===== config.mk =====
export PLATFORM = sky130hd
export DESIGN_NAME = b_resp_rr_arbiter_n
export DESIGN_NICKNAME = d
export VERILOG_FILES = /design/src/rtl/b_resp_rr_arbiter_n.sv
export SDC_FILE = /design/constraint.sdc
export NUM_CORES = 1
export LEC_CHECK = 0
export ABC_CLOCK_PERIOD_IN_PS = 3700
export BUFFER_PORTS_ARGS = -buffer_cell sky130_fd_sc_hd__buf_2
export CAP_MARGIN = 20
export CORE_MARGIN = 2
export CORE_UTILIZATION = 52
export CTS_BUF_LIST = sky130_fd_sc_hd__clkbuf_4
export DETAILED_ROUTE_END_ITERATION = 10
export PLACE_DENSITY = 0.84
export REMOVE_ABC_BUFFERS = 1
export SLEW_MARGIN = 20
export SYNTH_ARGS = -nofsm -noshare
export SYNTH_HDL_FRONTEND = slang
export SYNTH_SLANG_ARGS = --single-unit

===== constraint.sdc =====
create_clock -name clk -period 3.7 [get_ports clk]
set_input_delay 0.74 -clock clk [delete_from_list [all_inputs] [get_ports clk]]
set_output_delay 0.74 -clock clk [all_outputs]
set_load 0.02 [all_outputs]

===== src/rtl/b_resp_rr_arbiter_n.sv =====
// Write-response (B channel) arbiter: merges NUM_SLV slave B channels onto one
// registered master B channel, using round-robin or fixed-priority selection.
module b_resp_rr_arbiter_n #(
  parameter  int NUM_SLV = 5,
  parameter  int SID_W   = 6,
  parameter  int RESP_W  = 2,
  localparam int IDX_W   = $clog2(NUM_SLV)
) (
  input  logic                      clk,
  input  logic                      reset_n,
  input  logic                      prio_mode,
  input  logic [NUM_SLV-1:0]        s_bvalid,
  input  logic [NUM_SLV*SID_W-1:0]  s_bid,
  input  logic [NUM_SLV*RESP_W-1:0] s_bresp,
  output logic [NUM_SLV-1:0]        s_bready,
  output logic                      m_bvalid,
  output logic [SID_W-1:0]          m_bid,
  output logic [RESP_W-1:0]         m_bresp,
  input  logic                      m_bready,
  output logic [IDX_W-1:0]          grant_idx
);

  // state | meaning
  // IDLE  | output stage empty
  // HOLD  | output stage carries a response waiting for m_bready
  typedef enum logic {IDLE, HOLD} state_t;

  state_t             state;
  logic [IDX_W-1:0]   rr_ptr;
  logic [NUM_SLV-1:0] cand;
  logic [IDX_W-1:0]   search_ptr;
  logic               win_found;
  logic [IDX_W-1:0]   win_idx;
  logic [SID_W-1:0]   win_bid;
  logic [RESP_W-1:0]  win_bresp;

  // While holding, the served slave still shows BVALID and must be masked out;
  // the search also starts after it, matching the rr_ptr update on handshake.
  always_comb begin
    cand       = s_bvalid;
    search_ptr = rr_ptr;
    if (state == HOLD) begin
      search_ptr = grant_idx;
      for (int i = 0; i < NUM_SLV; i++) begin
        if (grant_idx == IDX_W'(i)) cand[i] = 1'b0;
      end
    end
  end

  always_comb begin
    int pos;
    pos       = 0;
    win_found = 1'b0;
    win_idx   = '0;
    if (prio_mode) begin
      for (int i = NUM_SLV - 1; i >= 0; i--) begin
        if (cand[i]) begin
          win_found = 1'b1;
          win_idx   = IDX_W'(i);
        end
      end
    end else begin
      // Walk offsets downward so the last hit is the nearest one above search_ptr.
      for (int k = NUM_SLV; k >= 1; k--) begin
        pos = int'(search_ptr) + k;
        if (pos >= NUM_SLV) pos = pos - NUM_SLV;
        for (int i = 0; i < NUM_SLV; i++) begin
          if (cand[i] && (i == pos)) begin
            win_found = 1'b1;
            win_idx   = IDX_W'(i);
          end
        end
      end
    end
  end

  always_comb begin
    win_bid   = '0;
    win_bresp = '0;
    for (int i = 0; i < NUM_SLV; i++) begin
      if (win_idx == IDX_W'(i)) begin
        win_bid   = s_bid[i*SID_W +: SID_W];
        win_bresp = s_bresp[i*RESP_W +: RESP_W];
      end
    end
  end

  always_comb begin
    s_bready = '0;
    for (int i = 0; i < NUM_SLV; i++) begin
      s_bready[i] = m_bvalid & m_bready & (grant_idx == IDX_W'(i));
    end
  end

  always_ff @(posedge clk or negedge reset_n) begin
    if (!reset_n) begin
      state     <= IDLE;
      rr_ptr    <= IDX_W'(NUM_SLV - 1);
      grant_idx <= IDX_W'(NUM_SLV - 1);
      m_bvalid  <= 1'b0;
      m_bid     <= '0;
      m_bresp   <= '0;
    end else begin
      case (state)
        IDLE: begin
          if (win_found) begin
            grant_idx <= win_idx;
            m_bid     <= win_bid;
            m_bresp   <= win_bresp;
            m_bvalid  <= 1'b1;
            state     <= HOLD;
          end
        end
        HOLD: begin
          if (m_bready) begin
            rr_ptr <= grant_idx;
            if (win_found) begin
              grant_idx <= win_idx;
              m_bid     <= win_bid;
              m_bresp   <= win_bresp;
            end else begin
              m_bvalid <= 1'b0;
              state    <= IDLE;
            end
          end
        end
        default: state <= IDLE;
      endcase
    end
  end

  // A granted slave must keep BVALID high until its response is accepted.
  a_bvalid_held: assert property (@(posedge clk) disable iff (!reset_n)
    m_bvalid |-> s_bvalid[grant_idx])
    else $error("granted slave dropped BVALID before handshake");

endmodule


==> results.md <==
* Prevailing post-synth register cell: sky130_fd_sc_hd__dfrtp_1
* Post-synthesis instance area at 3102 um^2
* RSZ-0062 raised after global routing: yes
* Average wire per cell in the routed design at 19.89 um
* Area growth from synthesis to layout at 38.16%
* Max-cap viol count at 0
* Final worst slack at -0.03985 ns
* WS Path Type: register to register
* CP max stage cell: sky130_fd_sc_hd__dfrtp_2
* Cell chosen for the clock root: sky130_fd_sc_hd__clkbuf_4
* Layout cells sized above 1 at 0.4081
* Global Route Usage Sum at 0.3259
* Pins over their slew limit at 0
* Clock slew at the register clock pins of the worst setup and hold paths at 0.10 ns
* Status: finished with violations
* Aggregate routed wire length at 11780 um
* Number of antenna violations at the first check in global routing at 0
* Hold Vio Cnt, Final at 0
* Reg-to-reg endpoint: m_bid[2]$_DFFE_PN0P_
* Pin count of the biggest net entering global routing at 22
* Distinct cells, synth at 81
* Relative max-transition margin at 0.6830
* Number of synthesized register bits at 16
* Failing checks: setup timing
* Arrival time reported for the critical path endpoint at 3.92 ns
* Detailed Route Iter0 Violations at approximately 410
* WP buf/inv at 5
* Fillers at 466
* Top delay family on crit path: compound AO/OA/AOI/OAI gates
* Post-layout net count at ~580
* Synthesized netlist cell count at between 400 and 500
* Startpoint of the lowest-slack register-to-register path: state$_DFF_PN0_
* Core Rows at 28
* Number of standard cells in the layout, taps in and fillers out at 592
* Remaining routing DRC violations at 0
* Transition time at the pin with the least slew margin at 0.4689 ns
* Stages on worst setup path at 16
* Clock tree from TritonCTS: yes
* Number of diodes added for antenna fixing at 0
* Critical path launch point type: register
* Vert. Die Dim at roughly 80 um
* Wire length of the first global-routing pass at around 17000 um
* Achievable frequency at 267.4 MHz
* Post-CTS Hold Fix Bufs at 0
* Fraction of registers with async set/reset at 1.000
* Final period util at 1.011
* Die footprint at 6598 um^2
* Residual antenna-violating net count after detailed routing at 0
* GP Congestion at between 1 and 1.5
* Max incr delay on CP at roughly 0.44 ns
* Placed wire-length estimate at 8406 um
* Syn avg cell area at 7.510 um^2
* Critical-path cell list: buf_6 -> mux2i_4 -> buf_6 -> ha_1 -> nand2_1 -> buf_4 -> o211ai_1 -> a2bb2oi_4 -> o31ai_4 -> a311o_1 -> buf_4 -> clkbuf_16 -> nor3_2 -> a311oi_1 -> a31o_2 -> a41oi_1
* DIE WIDTH at just over 80 um
* Clock Latency Late Sink at about 0.30 ns
* Required time of the critical path at 3.88 ns
* Worst setup skew after layout at 0.004090 ns
* Area of the core region at 5851 um^2
* Sort of element at the end of the critical path: register
* Number of global-route vias before repair at 3518
* # placed instances at roughly 570
* Avg Vias per Cell at 6.745
* Remaining Overflow, GRT at 0
* Sink Count at 16
* CTS H-Tree Depth at 1
* Num CTS Buffers at 3
* Critical-path maximum fanout at 8
* Effective utilization at floorplan at 0.5302
* Worst hold-check path type: input pin to asynchronous set/reset pin
* Ports at 66
* Register area share after synthesis at 0.1299
* Total number of yosys warnings at 0
* Final setup violation count at 1
* Pre-Repair DR Iteration Count at 5
* Number of synthesized flops with an enable pin at 0
* Clock Path Buffers at 2
* Vias after detailed routing at 3993
* I/O Buffers at 65
* Count of cells along the worst register-to-register path at 16
* Minimum clock period at approximately 3.7 ns
* R2r setup slk at -0.04 ns
[per-stage QoR]
stage | setup TNS, ns | area, um^2 | hold WS, ns | utilization | worst slack [ns]
5_1_grt | -0.3817 | 4285 | 0.3366 | 0.7325 | -0.1290
4_1_cts | -0.01863 | 3837 | 0.3404 | 0.6559 | -0.01863
3_5_place_dp | -0.8368 | 3734 | 0.5187 | 0.6382 | -0.1473
6_report | -0.03985 | 4285 | 0.3353 | 0.7325 | -0.03985
2_1_floorplan | -9.974 | 2938 | 0.4444 | - | -1.038
3_3_place_gp | -0.2702 | 3734 | 0.5122 | 0.6382 | -0.04826
[cells by family after synthesis]
| family | Yosys count | share of synthesized area |
|---|---|---|
| fa+ha+maj | 14 | 0.05890 |
| flops | 16 | 0.1299 |
| simple gates | 162 | 0.2824 |
| compound gates | 162 | 0.4086 |
| xor+xnor | 1 | 0.002824 |
| mux | 11 | 0.04276 |
| buf+inv | 47 | 0.07462 |
[registers in the layout (all words and copies together), names as in the netlist]
signal / cells
grant_idx: 3
m_bid: 6
m_bresp: 2
m_bvalid: 1
rr_ptr: 3
state: 1
[layout by cell type (no fill, tap or decap), drive strengths merged, types with 8 or more instances in the layout]
| master | count |
|---|---|
| ha | 13 |
| inv | 15 |
| a21oi | 22 |
| o21ai | 27 |
| nand3 | 20 |
| nor2 | 23 |
| dfrtp | 14 |
| nor3 | 13 |
| nand2 | 44 |
| a31o | 8 |
| nand2b | 8 |
| o211ai | 19 |
| buf | 129 |
| and3 | 12 |
| o2111ai | 10 |
[layer usage]
metal / wire [um] / up-vias / global-route usage
li1: - / 1829 / -
met1: 4660 / 1878 / 0.4231
met2: 5793 / 241 / 0.5653
met3: 826 / 45 / 0.02556
met4: 497 / 0 / 0.1153
met5: 0 / - / 0
[timing repair]
item                                    in CTS  in global routing
pin swaps                                    5                 29
endpoints found under the setup margin       8                 11
gates resized for setup                      8                 59
buffers inserted                             4                 14
hold endpoints to repair                     0                  0
gates cloned                                 0                  2
[layout make-up]
cell class | count | area, um^2 | area share
Sequential cell | 16 | 404.1 | 0.09431
Timing Repair Buffer | 131 | 918.4 | 0.2143
Tap cell | 75 | 93.84 | 0.02190
Multi-Input combinational cell | 350 | 2770 | 0.6464
Clock inverter | 1 | 3.754 | 0.0008759
Inverter | 16 | 72.57 | 0.01693
Clock buffer | 3 | 22.52 | 0.005255
[worst max path at each step]
stage,start,endpoint,slack (ns)
6_report,state$_DFF_PN0_,m_bid[2]$_DFFE_PN0P_,-0.04
5_1_grt,state$_DFF_PN0_,m_bid[2]$_DFFE_PN0P_,-0.13
4_1_cts,state$_DFF_PN0_,m_bid[1]$_DFFE_PN0P_,-0.02
3_5_place_dp,state$_DFF_PN0_,m_bid[4]$_DFFE_PN0P_,-0.15
3_3_place_gp,state$_DFF_PN0_,m_bid[2]$_DFFE_PN0P_,-0.05
2_1_floorplan,state$_DFF_PN0_,m_bid[1]$_DFFE_PN0P_,-1.04
[cells in the mapped netlist (8+ instances only)]
cell type	n	area share
sky130_fd_sc_hd__a21oi_1	21	0.034
sky130_fd_sc_hd__and3_1	11	0.022
sky130_fd_sc_hd__buf_2	10	0.016
sky130_fd_sc_hd__clkbuf_1	15	0.018
sky130_fd_sc_hd__dfrtp_1	14	0.11
sky130_fd_sc_hd__ha_1	13	0.052
sky130_fd_sc_hd__inv_1	14	0.017
sky130_fd_sc_hd__nand2_1	44	0.053
sky130_fd_sc_hd__nand2b_1	8	0.016
sky130_fd_sc_hd__nand3_1	20	0.032
sky130_fd_sc_hd__nor2_1	23	0.028
sky130_fd_sc_hd__nor3_1	13	0.021
sky130_fd_sc_hd__o2111ai_1	10	0.028
sky130_fd_sc_hd__o211ai_1	18	0.044
sky130_fd_sc_hd__o21ai_0	24	0.039
Power is left out: the tool's default activity adds up to more than one toggle a clock period on the data nets, which glitch-free logic cannot reach.
